File: config.mk
export PLATFORM = sky130hd
export DESIGN_NAME = rx_block_packer
export DESIGN_NICKNAME = d
export VERILOG_FILES = /design/src/rtl/rx_block_packer.sv
export SDC_FILE = /design/constraint.sdc
export NUM_CORES = 1
export LEC_CHECK = 0
export CAP_MARGIN = 10
export CORE_AREA = 4 4 119 121
export CTS_CLUSTER_SIZE = 28
export DETAILED_ROUTE_END_ITERATION = 7
export DIE_AREA = 0 0 123 125
export PLACE_DENSITY = 0.92
export SETUP_SLACK_MARGIN = 0.4
export SLEW_MARGIN = 10
export SYNTH_ARGS = -nofsm -noshare
export SYNTH_HDL_FRONTEND = slang
export SYNTH_SLANG_ARGS = --single-unit
File: constraint.sdc
create_clock -name clk -period 12.3 [get_ports clk]
set_input_delay 2.46 -clock clk [delete_from_list [all_inputs] [get_ports clk]]
set_output_delay 2.46 -clock clk [all_outputs]
set_load 0.05 [all_outputs]
File: src/rtl/rx_block_packer.sv
// Packs UART receiver bytes into BYTES-wide blocks, first byte in the most significant slot.
// A byte lands 2 edges after rx_flag is sampled high; bytes arriving while a block is held are dropped.
module rx_block_packer #(
  parameter int BYTES   = 16,
  parameter int TIMEOUT = 4_000_000
) (
  input  logic                       clk,
  input  logic                       rst,
  input  logic [7:0]                 rx_data,
  input  logic                       rx_flag,
  output logic [8*BYTES-1:0]         block_data,
  output logic                       block_valid,
  input  logic                       block_ready,
  output logic [$clog2(BYTES+1)-1:0] byte_count,
  output logic                       overrun,
  input  logic                       overrun_clr,
  output logic                       timeout
);
  localparam int BW = $clog2(BYTES+1);
  localparam int CW = (TIMEOUT > 1) ? $clog2(TIMEOUT+1) : 1;
  localparam logic [BW-1:0] LAST      = BW'(BYTES-1);
  localparam logic [CW-1:0] IDLE_LAST = (TIMEOUT > 0) ? CW'(TIMEOUT-1) : '0;

  typedef enum logic {FILL, HOLD} state_t;

  state_t        state, state_nxt;
  logic          s1, s2, s3, strobe;
  logic          store, drop, fire;
  logic [CW-1:0] idle;

  // Flops preset high so a receiver idling high cannot fake a rising edge out of reset.
  always_ff @(posedge clk or posedge rst) begin
    if (rst) {s1, s2, s3} <= 3'b111;
    else     {s1, s2, s3} <= {rx_flag, s1, s2};
  end

  assign strobe = s2 & ~s3;

  always_ff @(posedge clk or posedge rst) begin
    if (rst) state <= FILL;
    else     state <= state_nxt;
  end

  always_comb begin
    state_nxt = state;
    store     = 1'b0;
    drop      = 1'b0;
    fire      = 1'b0;
    case (state)
      FILL: begin
        if (strobe) begin
          store = 1'b1;
          if (byte_count == LAST) state_nxt = HOLD;
        end else if (TIMEOUT > 0 && byte_count != '0 && idle == IDLE_LAST) begin
          fire = 1'b1;
        end
      end
      HOLD: begin
        // byte_count is 0 here, so a strobe on the handshake cycle lands in slot 0.
        if (block_ready) begin
          state_nxt = FILL;
          store     = strobe;
        end else begin
          drop = strobe;
        end
      end
    endcase
  end

  assign block_valid = (state == HOLD);

  always_ff @(posedge clk or posedge rst) begin
    if (rst) begin
      block_data <= '0;
      byte_count <= '0;
      overrun    <= 1'b0;
      timeout    <= 1'b0;
      idle       <= '0;
    end else begin
      timeout <= fire;
      overrun <= (overrun & ~overrun_clr) | drop;
      if (store) begin
        block_data[8*(BYTES-1-int'(byte_count)) +: 8] <= rx_data;
        byte_count <= (byte_count == LAST) ? '0 : byte_count + 1'b1;
      end else if (fire) begin
        byte_count <= '0;
      end
      if (TIMEOUT == 0 || store || fire || state == HOLD || byte_count == '0) idle <= '0;
      else                                                                      idle <= idle + 1'b1;
    end
  end
endmodule

==> results of run 1 <==
-- flip-flops by register name, summed over array words and instances, names as in the netlist --
name	flops
timeout	1
byte_count	5
s2	1
s3	1
block_data	128
block_valid	1
overrun	1
idle	22
s1	1
-- area by class of cell --
class / count / area (µm²) / area share (%)
clock buffer: 21 / 440 / 4.71
clock inverter: 11 / 210 / 2.25
inverter: 12 / 50.0 / 0.535
multi-input combinational: 393 / 2910 / 31.1
sequential: 161 / 4030 / 43.1
tap: 176 / 220 / 2.35
timing repair buffer: 150 / 1500 / 16.0
-- Yosys cell counts (2+ instances only) --
master and instances:
sky130_fd_sc_hd__nor2b_1 8, sky130_fd_sc_hd__or2_2 3, sky130_fd_sc_hd__o22ai_1 5, sky130_fd_sc_hd__mux2_2 112, sky130_fd_sc_hd__nand3b_1 4, sky130_fd_sc_hd__inv_1 12
sky130_fd_sc_hd__nand2_1 40, sky130_fd_sc_hd__buf_2 3, sky130_fd_sc_hd__and2_1 12, sky130_fd_sc_hd__dfstp_2 3, sky130_fd_sc_hd__buf_1 4, sky130_fd_sc_hd__o21ai_0 8
sky130_fd_sc_hd__nand2b_1 11, sky130_fd_sc_hd__nor4_1 3, sky130_fd_sc_hd__nor4_2 3, sky130_fd_sc_hd__nand4_1 7, sky130_fd_sc_hd__nor3_1 32, sky130_fd_sc_hd__xor2_1 13
sky130_fd_sc_hd__mux2_1 5, sky130_fd_sc_hd__nand3_1 20, sky130_fd_sc_hd__ha_1 8, sky130_fd_sc_hd__xnor2_1 8, sky130_fd_sc_hd__nor4bb_1 2, sky130_fd_sc_hd__dfrtp_1 158
sky130_fd_sc_hd__nand4b_1 2, sky130_fd_sc_hd__mux2i_1 4, sky130_fd_sc_hd__nor2_1 66, sky130_fd_sc_hd__clkbuf_1 17, sky130_fd_sc_hd__and3_1 5
-- stage by stage --
step | hold slack, ns | cell area (µm²) | setup WS (ns)
finish | 0.356 | 9360 | 7.72
global route | 0.358 | 9360 | 7.64
CTS | 0.356 | 9350 | 7.74
detailed placement | 0.348 | 8690 | 7.55
global placement | 0.347 | 8690 | 7.68
floorplan | 0.345 | 7070 | 5.50
-- cell families after synthesis --
group	count (synthesis)	share of synthesized area (%)
simple gates	221	15.5
flops	161	57.1
mux	121	19.2
fa+ha+maj	8	1.42
buf+inv	36	1.97
xor+xnor	22	2.83
compound gates	21	2.00
-- routing by layer --
metal	wire length, µm	up-vias	GRT usage, %	part of all wire, %
met5	0	-	0	0
met4	558	0	9.64	3.0
met3	1300	42	6.14	7.0
met2	9370	207	41.2	51
met1	7260	2602	31.0	39
li1	-	2338	-	-
-- path summary, 6_finish.rpt --
kind / start / endpoint / slack, ns / cells after the start
worst min-delay path: s1 / s2 / 0.36 / 0
worst max register to register: byte_count[0] / block_data[52] / 8.37 / 8
max in group asynchronous: rst / block_data[10] / 8.28 / 3
min in group asynchronous: rst / block_data[76] / 2.52 / 2
worst min register to register: s1 / s2 / 0.36 / 0
worst max-delay path: byte_count[0] / byte_count[0] / 7.72 / 1
-- power by group --
group          switching (mW)  internal (mW)
Clock                   0.205          0.379
Combinational           0.739          0.366
Sequential             0.0989          0.658
==> flow_metrics.py, run 1 <==
metrics = {
    "synth": {
        "total_standard_cell_area_after_synthesis_mm2": 0.00707,
        "synth_sequential_area_ratio_pct": 57.1,
        "synth_warnings": 0,
        "synth_fp_nets": 611,
        "synth_top_cell_by_area": "sky130_fd_sc_hd__dfrtp_1",
        "syn-instance-count": 590,
        "dominantRegCellSynth": "sky130_fd_sc_hd__dfrtp_1",
        "yosys.area.top_type_share_pct": 55.9,
        "netlist_top_cells_area": "sky130_fd_sc_hd__dfrtp_1 (56%), sky130_fd_sc_hd__mux2_2 (18%), sky130_fd_sc_hd__nor2_1 (3.5%)",
        "synth_seq_cells": 161,
        "synth.distinct_cells": 41,
        "synth_area_per_cell_um2": 12.0,
        "number_of_synthesized_flops_with_an_enable_pin": 0,
        "synthArstFlopShare_pct": 100,
    },
    "timing": {
        "worst_clock_skew_ns": 0.00843,
        "final.setup.tns_ns": 0,
        "timing.final.hold_violations": 0,
        "clock.fmax_mhz": 219,
        "final_min_period_over_clock_period_pct": 37.2,
        "slew_headroom_pct": 19.9,
        "rsz0062_at_grt": "no",
        "drv_slew": 0,
        "timing.final.setup_violations": 0,
        "layout_min_cycle_time_ns": 4.58,
        "worst_pin_slew_ns": 1.18,
    },
    "placement": {
        "routability_congestion_estimate": 0.885,
        "placed_cells_incl_taps": 892,
        "port_buffers": 148,
        "post-dp-hpwl_um": 13100,
    },
    "clocking": {
        "worstSkewPairLatency_ns": 0.43,
        "postCtsHoldBufs": 0,
        "cts.reportedPaths.clkPinSlew_ns": 0.06,
        "clock_sinks": 161,
        "tritoncts.num_buffers": 17,
        "cts_repair_resize_count": 0,
        "cts_max_path_buffers": 2,
        "clockRootBuffer": "sky130_fd_sc_hd__clkbuf_16",
        "cts_htree_levels": 4,
        "cts.repair_timing.setup_buffer_count": 0,
        "tritoncts": "done",
    },
    "critical_path": {
        "timing.critical_path.buf_inv": 1,
        "crit_path_cell_trace": "clkdlybuf4s50_1",
        "critical_path.max_fanout": 18,
        "crit_path_start_kind": "flip-flop",
        "worstSetupPathType": "reg2out",
        "cpLargestDelayFamily": "buffers and inverters",
        "max_stage_delay_ns": 0.96,
        "timing.critical_path.required_ns": 9.84,
        "timing.critical_path.arrival_ns": 2.12,
        "worst_path_max_delay_cell": "sky130_fd_sc_hd__clkdlybuf4s50_1",
        "end_kind": "output port",
    },
    "drt": {
        "vias": 5189,
        "drc": 0,
        "length_of_the_first_detailed_routing_pass_in_iterations": 6,
        "detail-route-antenna-nets": 0,
        "drt_iter0_drc": 415,
        "postRouteWirelength_um": 18500,
        "detail_route.wl_per_cell_um": 20.0,
        "drt-vias-per-instance": 5.62,
    },
    "global_routing": {
        "grt_first_pass_wirelength_um": 29200,
        "groute.usage.overall_pct": 24.7,
        "globalRouteOverflowTotal": 0,
        "grt_pass1_vias": 5453,
        "grt_antenna_before_repair": 0,
        "largest_net_degree_at_the_start_of_global_routing": 87,
    },
    "pwr": {
        "pwr_density_cell_mw_per_mm2": 261,
        "p_leak_nw": 4.32,
        "power_mw": 2.45,
        "worst_ir_drop_vdd_uv": 108,
    },
    "final_layout": {
        "area_growth_pct": 32.4,
        "fraction_of_final_layout_cells_sized_beyond_drive_strength_1_pct": 20.6,
        "finish.utilization_pct": 71.5,
        "net_count_reported_at_finish": 756,
        "number_of_standard_cells_in_the_final_layout_excluding_fillers": 924,
        "commonest_non_fill_non_tap_cell_in_the_layout": "sky130_fd_sc_hd__dfrtp_1",
        "layout.filler_cells": 826,
        "layout_common_cells": "sky130_fd_sc_hd__dfrtp_1 (158), sky130_fd_sc_hd__clkdlybuf4s50_1 (148), sky130_fd_sc_hd__mux2_2 (112)",
        "antenna_cells": 0,
    },
    "status": {
        "result_of_the_run": "complete, no violations",
    },
    "die": {
        "effective_utilization_at_floorplan_pct": 54.0,
        "fp.dieArea_mm2": 0.0154,
        "placement_rows": 42,
        "die-height_um": 125,
        "floorplan.core_area_mm2": 0.0131,
        "boundaryPins": 149,
        "die-width_um": 123,
    },
    "job": {
        "max_cap_violations": 0,
    },
    "worst_hold_path": {
        "timing.hold.worst.class": "reg2reg",
    },
}
Power figures use the tool's default switching activity.
==> run 2: changes to the inputs <==
--- a/config.mk
+++ b/config.mk
@@ -6,11 +6,11 @@
 export NUM_CORES = 1
 export LEC_CHECK = 0
 export CAP_MARGIN = 10
-export CORE_AREA = 4 4 119 121
+export CORE_AREA = 4 4 129 131
 export CTS_CLUSTER_SIZE = 28
 export DETAILED_ROUTE_END_ITERATION = 7
-export DIE_AREA = 0 0 123 125
-export PLACE_DENSITY = 0.92
+export DIE_AREA = 0 0 133 135
+export PLACE_DENSITY = 0.83
 export SETUP_SLACK_MARGIN = 0.4
 export SLEW_MARGIN = 10
 export SYNTH_ARGS = -nofsm -noshare
==> constraint.sdc (replaced) <==
create_clock -name clk -period 3.7 [get_ports clk]
set_input_delay 0.74 -clock clk [delete_from_list [all_inputs] [get_ports clk]]
set_output_delay 0.74 -clock clk [all_outputs]
set_load 0.05 [all_outputs]
==> flow_metrics.py, run 2 (synthesis gave the netlist of run 1 again) <==
metrics = {
    "critical_path": {
        "crit_path_start_kind": "flip-flop",
        "critical_path.max_fanout": 10,
        "timing.critical_path.required_ns": 3.99,
        "worstSetupPathType": "reg2reg",
        "timing.critical_path.buf_inv": 0,
        "crit_path_cell_trace": "and3_1 > nand2_1 > ha_1 > nor4bb_1 > nand4_1 > nor4_2 > nand2_1 > mux2_2",
        "max_stage_delay_ns": 0.55,
        "cpLargestDelayFamily": "simple AND/OR/NAND/NOR gates",
        "timing.critical_path.arrival_ns": 3.45,
        "worst_path_max_delay_cell": "sky130_fd_sc_hd__dfrtp_1",
        "critical_path.most_common_cell": "sky130_fd_sc_hd__nand2_1",
        "end_kind": "flip-flop",
    },
    "final_layout": {
        "antenna_cells": 0,
        "area_growth_pct": 34.4,
        "commonest_non_fill_non_tap_cell_in_the_layout": "sky130_fd_sc_hd__dfrtp_1",
        "largestRegisters": "block_data: 128 flops, idle: 22 flops, byte_count: 5 flops",
        "layout_common_cells": "sky130_fd_sc_hd__dfrtp_1 (157), sky130_fd_sc_hd__clkdlybuf4s50_1 (148), sky130_fd_sc_hd__mux2_2 (112)",
        "largest_reg_flops": 128,
        "fraction_of_final_layout_cells_sized_beyond_drive_strength_1_pct": 22.9,
        "number_of_standard_cells_in_the_final_layout_excluding_fillers": 976,
        "net_count_reported_at_finish": 769,
        "post_layout_instance_area_mm2": 0.00950,
        "register_name_with_the_most_flops": "block_data",
    },
    "timing": {
        "final.setup.tns_ns": 0,
        "timing.final.hold_violations": 0,
        "layout_min_cycle_time_ns": 3.16,
        "worst_pin_slew_ns": 1.10,
        "worst_clock_skew_ns": 0.00837,
        "rsz0062_at_grt": "yes",
        "final_min_period_over_clock_period_pct": 85.4,
        "clock.fmax_mhz": 317,
        "timing.final.setup_violations": 0,
        "drv_slew": 0,
        "slew_headroom_pct": 25.6,
        "hold_slack_ns": 0.365,
        "final_critical_path_setup_slack_ns": 0.542,
    },
    "drt": {
        "vias": 5061,
        "postRouteWirelength_um": 17500,
        "detail-route-antenna-nets": 0,
        "drt_iter0_drc": 335,
        "detail_route.wl_per_cell_um": 17.9,
        "drt-vias-per-instance": 5.19,
        "length_of_the_first_detailed_routing_pass_in_iterations": 4,
        "drc": 0,
    },
    "global_routing": {
        "global_route.usage.met2_pct": 32.0,
        "largest_net_degree_at_the_start_of_global_routing": 70,
        "grtUsageMet3_pct": 5.14,
        "groute.usage.overall_pct": 20.2,
        "globalRouteOverflowTotal": 0,
        "grt.busiest_layer": "met2",
        "groute.layer.met1.usage_pct": 28.1,
        "grt_pass1_vias": 5147,
        "grt_first_pass_wirelength_um": 28200,
        "grt_antenna_before_repair": 0,
    },
    "clocking": {
        "cts.reportedPaths.clkPinSlew_ns": 0.06,
        "clockRootBuffer": "sky130_fd_sc_hd__clkbuf_16",
        "cts_max_path_buffers": 2,
        "tritoncts": "done",
        "cts_htree_levels": 4,
        "tritoncts.num_buffers": 17,
        "clock_sinks": 161,
        "postCtsHoldBufs": 0,
        "worstSkewPairLatency_ns": 0.42,
    },
    "die": {
        "die-height_um": 135,
        "floorplan.core_area_mm2": 0.0156,
        "fp.dieArea_mm2": 0.0180,
        "die-width_um": 133,
        "effective_utilization_at_floorplan_pct": 45.3,
        "boundaryPins": 149,
        "placement_rows": 46,
    },
    "pwr": {
        "seq_power_share_pct": 31.0,
        "p_leak_nw": 4.36,
        "clock_power_share_pct": 22.4,
        "pwr_density_cell_mw_per_mm2": 839,
        "netSwitchingPower_mw": 3.39,
        "cell_internal_pwr_mw": 4.57,
        "power.share.switching_pct": 42.6,
        "gate_power_share_pct": 46.6,
        "worst_ir_drop_vdd_uv": 501,
    },
    "job": {
        "max_cap_violations": 0,
    },
    "status": {
        "result_of_the_run": "complete, no violations",
    },
    "placement": {
        "placed_cells_incl_taps": 939,
        "post-dp-hpwl_um": 12500,
        "post_dp_cell_area_mm2": 0.00882,
        "port_buffers": 148,
        "routability_congestion_estimate": 0.870,
        "dpl_worst_slack_ns": 0.392,
    },
    "worst_hold_path": {
        "timing.hold.worst.class": "reg2reg",
    },
}
==> run 2: power groups by stage <==
stage	Sequential [mW]	Clock, mW	Combinational [mW]
after floorplan	3.87	0	1.05
after global placement	2.49	0	3.62
after detailed placement	2.50	0	3.66
after CTS	2.47	1.82	3.67
after global routing	2.53	1.89	3.91
final	2.47	1.78	3.71
==> run 2: cell type report <==
cell class,count,area (µm²)
Fill cell,1258,6100
Clock inverter,8,128
Sequential cell,161,4030
Multi-Input combinational cell,393,2920
Clock buffer,23,478
Inverter,12,48.8
Tap cell,216,270
Timing Repair Buffer,163,1620
==> run 2: worst register-to-register path: stages (launching register included) <==
cell and delay (ns):
sky130_fd_sc_hd__dfrtp_1 0.55, sky130_fd_sc_hd__and3_1 0.26, sky130_fd_sc_hd__nand2_1 0.15, sky130_fd_sc_hd__ha_1 0.33, sky130_fd_sc_hd__nor4bb_1 0.26, sky130_fd_sc_hd__nand4_1 0.25
sky130_fd_sc_hd__nor4_2 0.50, sky130_fd_sc_hd__nand2_1 0.37, sky130_fd_sc_hd__mux2_2 0.37
==> run 2: metrics by stage <==
step	total power, mW	util (%)
global route	8.33	60.9
finish	7.97	60.9
global placement	6.11	56.6
detailed placement	6.17	56.6
CTS	7.96	60.5
floorplan	4.92	-
==> run 2: routing by layer <==
metal | up-vias | wire length [µm]
met5 | - | 0
met4 | 0 | 174
met1 | 2536 | 7680
li1 | 2370 | -
met3 | 11 | 1130
met2 | 144 | 8500
==> run 2: worst paths after layout <==
| kind | startpoint | endpoint | slack (ns) | depth (start not counted) |
|---|---|---|---|---|
| max | byte_count[3] | block_data[124] | 0.54 | 8 |
| min | s1 | s2 | 0.37 | 0 |
| max reg2reg | byte_count[3] | block_data[124] | 0.54 | 8 |
| min reg2reg | s1 | s2 | 0.37 | 0 |
| max in group asynchronous | rst | block_data[122] | 2.02 | 3 |
| min in group asynchronous | rst | block_data[43] | 0.86 | 2 |
==> run 2: repair_timing <==
item,CTS,global route
gates resized for setup,0,8
endpoints found under the setup margin,3,113
pin swaps,1,4
buffers inserted,2,4
